`config.mk`:
```
export PLATFORM = sky130hd
export DESIGN_NAME = bcd2binary
export DESIGN_NICKNAME = d
export VERILOG_FILES = /design/src/rtl/bcd_pkg.sv /design/src/rtl/bcd_digit_sub3.sv /design/src/rtl/bcd2binary.sv
export SDC_FILE = /design/constraint.sdc
export NUM_CORES = 1
export LEC_CHECK = 0
export ABC_AREA = 1
export CAP_MARGIN = 20
export CORE_AREA = 2 2 71 73
export CTS_CLUSTER_DIAMETER = 120
export DETAILED_ROUTE_END_ITERATION = 10
export DIE_AREA = 0 0 73 75
export PLACE_DENSITY = 0.72
export SLEW_MARGIN = 10
export SYNTH_ARGS = -nofsm -noshare
export SYNTH_HDL_FRONTEND = slang
export SYNTH_HIERARCHICAL = 1
export SYNTH_SLANG_ARGS = --single-unit
```
`constraint.sdc`:
```
create_clock -name sys_clk -period 2.3 [get_ports sys_clk]
set_clock_uncertainty 0.05 [all_clocks]
set_input_delay 0.46 -clock sys_clk [delete_from_list [all_inputs] [get_ports sys_clk]]
set_output_delay 0.46 -clock sys_clk [all_outputs]
set_load 0.005 [all_outputs]
```
`src/rtl/bcd_pkg.sv`:
```
// Shared BCD definitions: converter state encoding, adjust constant and digit check.
package bcd_pkg;

    typedef enum logic [1:0] {
        IDLE,
        SHIFT,
        ADJUST,
        DONE
    } state_t;

    localparam logic [3:0] BCD_ADJ = 4'd3;

    function automatic logic bcd_digit_valid(input logic [3:0] d);
        return (d <= 4'd9);
    endfunction

endpackage

```
`src/rtl/bcd_digit_sub3.sv`:
```
// One BCD digit correction step of reverse double-dabble: digits >= 8 lose 3.
module bcd_digit_sub3
    import bcd_pkg::*;
(
    input  logic [3:0] d,
    output logic [3:0] q
);

    assign q = (d >= 4'd8) ? (d - BCD_ADJ) : d;

endmodule

```
`src/rtl/bcd2binary.sv`:
```
// Sequential packed-BCD to binary converter (reverse double-dabble) with start/busy/done.
//
// state  | meaning
// IDLE   | waiting for start; validates digits and loads work
// SHIFT  | shift work right by one, count iteration
// ADJUST | subtract 3 from every BCD digit >= 8
// DONE   | register bin_out/err and pulse done
module bcd2binary
    import bcd_pkg::*;
#(
    parameter int DIGITS = 3,
    parameter int BIN_W  = 10
) (
    input  logic                  sys_clk,
    input  logic                  sys_rst_n,
    input  logic                  start,
    input  logic [DIGITS*4-1:0]   bcd_in,
    output logic                  busy,
    output logic                  done,
    output logic [BIN_W-1:0]      bin_out,
    output logic                  err
);

    localparam int BCD_W  = DIGITS * 4;
    localparam int WORK_W = BCD_W + BIN_W;
    localparam int CNT_W  = $clog2(BIN_W + 1);

    state_t             state, state_nxt;
    logic [WORK_W-1:0]  work;
    logic [CNT_W-1:0]   cnt;
    logic               err_pend;
    logic               all_valid;
    logic [BCD_W-1:0]   bcd_adj;

    always_comb begin
        all_valid = 1'b1;
        for (int i = 0; i < DIGITS; i++) begin
            if (!bcd_digit_valid(bcd_in[4*i +: 4]))
                all_valid = 1'b0;
        end
    end

    for (genvar gi = 0; gi < DIGITS; gi++) begin : g_adj
        bcd_digit_sub3 u_sub3 (
            .d (work[BIN_W + 4*gi +: 4]),
            .q (bcd_adj[4*gi +: 4])
        );
    end

    always_ff @(posedge sys_clk or negedge sys_rst_n) begin
        if (!sys_rst_n)
            state <= IDLE;
        else
            state <= state_nxt;
    end

    always_comb begin
        state_nxt = state;
        case (state)
            IDLE:    if (start) state_nxt = all_valid ? SHIFT : DONE;
            SHIFT:   state_nxt = ADJUST;
            ADJUST:  state_nxt = (cnt == CNT_W'(BIN_W)) ? DONE : SHIFT;
            DONE:    state_nxt = IDLE;
            default: state_nxt = IDLE;
        endcase
    end

    // Datapath; the invalid-input path skips loading work and reports through err_pend.
    always_ff @(posedge sys_clk or negedge sys_rst_n) begin
        if (!sys_rst_n) begin
            work     <= '0;
            cnt      <= '0;
            err_pend <= 1'b0;
            done     <= 1'b0;
            bin_out  <= '0;
            err      <= 1'b0;
        end else begin
            done <= 1'b0;
            case (state)
                IDLE: begin
                    if (start) begin
                        if (all_valid)
                            work <= {bcd_in, {BIN_W{1'b0}}};
                        cnt      <= '0;
                        err_pend <= ~all_valid;
                    end
                end
                SHIFT: begin
                    work <= work >> 1;
                    cnt  <= cnt + 1'b1;
                end
                ADJUST: begin
                    work <= {bcd_adj, work[BIN_W-1:0]};
                end
                DONE: begin
                    done    <= 1'b1;
                    bin_out <= err_pend ? '0 : work[BIN_W-1:0];
                    err     <= err_pend;
                end
                default: ;
            endcase
        end
    end

    assign busy = (state != IDLE);

endmodule

```
==> run metrics <==
Avg WL per Cell=11.49 um; drt via density=5.116; Hold Path Class=in2async; Nets=359; Initial Utilization=49.45%; critical path arrival=1.71 ns; area fraction in compound gates after synthesis=8.198%; leakage power figure=1.516 nW; antenna viol nets, final=0; Worst R2R Start=state[1]; Vias=1980; Slew headroom=74.63%; Starting DRT DRC Count=145; post-layout power=0.003320 W; drt drc=0; TritonCTS clock tree=done; First-pass DRT Iterations=4; CP Max Fanout=6; critical path class=reg2out; Bufs and invs on worst path=3; pwr dens=1209 nW/um2; Max IR drop VDD=0.0004900 V; vias in the first global route=1797; CP max-delay cell=clkdlybuf4s50_1; Layout Cells excl Fill=387; global-route wire length before repair=7.962 mm; setup bufs post-CTS=0; initial antenna violation count=0; Max Root-Sink Buffers=2; fillcell total=451; max-slew violations=0; largest net degree at the start of global routing=42; synthesis-to-finish area growth=19.16%; routed wire length=4.448 mm; syn_area_per_cell=7.606 um2; Rows=25; post-layout util=58.93%; n_diodes=0; Synth Register Bits=41; Synth cell types=22; Post-Syn Area=2305 um2; Sequential cell area=1026 um2; Final WS setup=0.08121 ns; placed cells=379; Seq/Total Area, Yosys=44.52%; most frequent cells in the layout=nand2_1, dfrtp_1, nand3_1; largest family of logic cells by synthesized area=simple AND/OR/NAND/NOR gates; gp weighted congestion=0.8247; Final period util=96.47%; die area=5475 um2; switch share=43.78%; Post-DP HPWL=3.288 mm; final hold vios=0; sequential share of power=34.1%; Core Region=4661 um2; commonest non-fill, non-tap cell in the layout=nand2_1; xor-xnor portion of the synthesized cell area=1.140%; Final min period=2.219 ns; multiplexer share of the synthesized area=0%; # H-tree levels=2; YS warnings=6; DIE WIDTH=73 um; status=completed; post-CTS resize count=0; Int Power=0.001867 W; cts hold-fix bufs=0; Crit path max-delay family=buffers and inverters; clk sinks=41; beginning of the critical path=state[1]; CTS Root Cell=clkbuf_8; worst path required time=1.79 ns; worst skew pair latency=0.29 ns; I/O pin cnt=28; startpoint types=flip-flop; syn_nets=330; TritonCTS buffer count=5; Setup crit end kind=primary output; Post-Synth Adder-Cell Area=6.515%; CP max stage delay=0.52 ns; max_cap viols=0; final setup violating endpoints=0; overall die height=75 um; post-placement setup slack=0.2588 ns; share of cells above drive strength 1=6.306%; gr ovfl total=0; power share of the combinational group=48.0%; Synth Area in Simple Gates=30.62%; RSZ-0062 raised after global routing=false; GRT Total Usage=18.51%; port bufs=27; area of the multi-input gates=1071 um2; setup TNS=0 ns; clk slew on worst S/H paths=0.08 ns; crit-path cells=inv_1 -> ha_1 -> inv_2 -> clkdlybuf4s50_1; Syn Inst Count=303; Fmax=450.7 MHz; slew at the pin closest to its max-slew limit=0.3802 ns; clock power share=17.9%; switching power=0.001453 W
[cell families after synthesis]
kind of cell | count (synthesis)
AO/OA/AOI/OAI | 27
XOR/XNOR | 3
adder cells (fa/ha/maj) | 12
buffers and inverters | 49
flip-flops | 41
AND/OR/NAND/NOR | 171
[sequential cells by signal (all words and copies together) (netlist names)]
register  flops
err_pend      1
err           1
done          1
state         2
work         22
cnt           4
bin_out      10
[metrics by stage]
| step | cell area, um2 | hold slack (ns) |
|---|---|---|
| finish | 2746 | 0.07999 |
| global route | 2746 | 0.08436 |
| CTS | 2746 | 0.08103 |
| detailed placement | 2630 | 0.3989 |
| global placement | 2630 | 0.3999 |
| floorplan | 2305 | 0.1144 |
[metal layers]
layer	vias up	global-route usage, %	routed length, um
met5	-	0	0
met4	0	4.938	38
met3	4	4.819	198
met2	51	30.63	2054
met1	913	24.25	2157
li1	1012	-	-
[area by class of cell]
type | instances | area share, %
Inverter | 38 | 5.194
Tap cell | 54 | 2.460
Clock inverter | 1 | 1.093
Multi-Input combinational cell | 213 | 39.00
Timing Repair Buffer | 33 | 11.75
Sequential cell | 41 | 37.36
Clock buffer | 7 | 3.144
[path summary, 6_finish.rpt]
check / slack (ns) / cells past startpoint / endpoint
max reg2reg: 0.56 / 7 / work[15]
max: 0.08 / 4 / busy
min: 0.08 / 2 / cnt[2]
min reg2reg: 0.44 / 2 / work[0]
min in group sys_clk: 0.44 / 2 / work[0]
max in group asynchronous: 1.94 / 2 / bin_out[6]
[power groups by stage]
stage / clock network (W) / registers (W) / logic (W)
2_1_floorplan: 0 / 0.00109 / 0.00125
3_3_place_gp: 0 / 0.00113 / 0.00157
3_5_place_dp: 0 / 0.00114 / 0.00160
4_1_cts: 0.000610 / 0.00113 / 0.00160
5_1_grt: 0.000645 / 0.00117 / 0.00181
6_report: 0.000596 / 0.00113 / 0.00159
[synth_stat cells, drive strengths merged]
| library cell | n | area share (%) |
|---|---|---|
| nand4 | 1 | 0.27 |
| nand3 | 40 | 8.7 |
| nor2 | 9 | 1.7 |
| clkbuf | 3 | 0.49 |
| buf | 8 | 2.3 |
| xor2 | 3 | 1.1 |
| a21boi | 3 | 0.98 |
| nand2 | 120 | 20 |
| dfrtp | 41 | 45 |
| ha | 12 | 6.5 |
| inv | 38 | 6.2 |
| a21oi | 6 | 1.6 |
| o22ai | 1 | 0.27 |
| nor3 | 1 | 0.22 |
| o21ai | 7 | 1.5 |
| a22o | 10 | 3.8 |
Power figures use the tool's default switching activity.
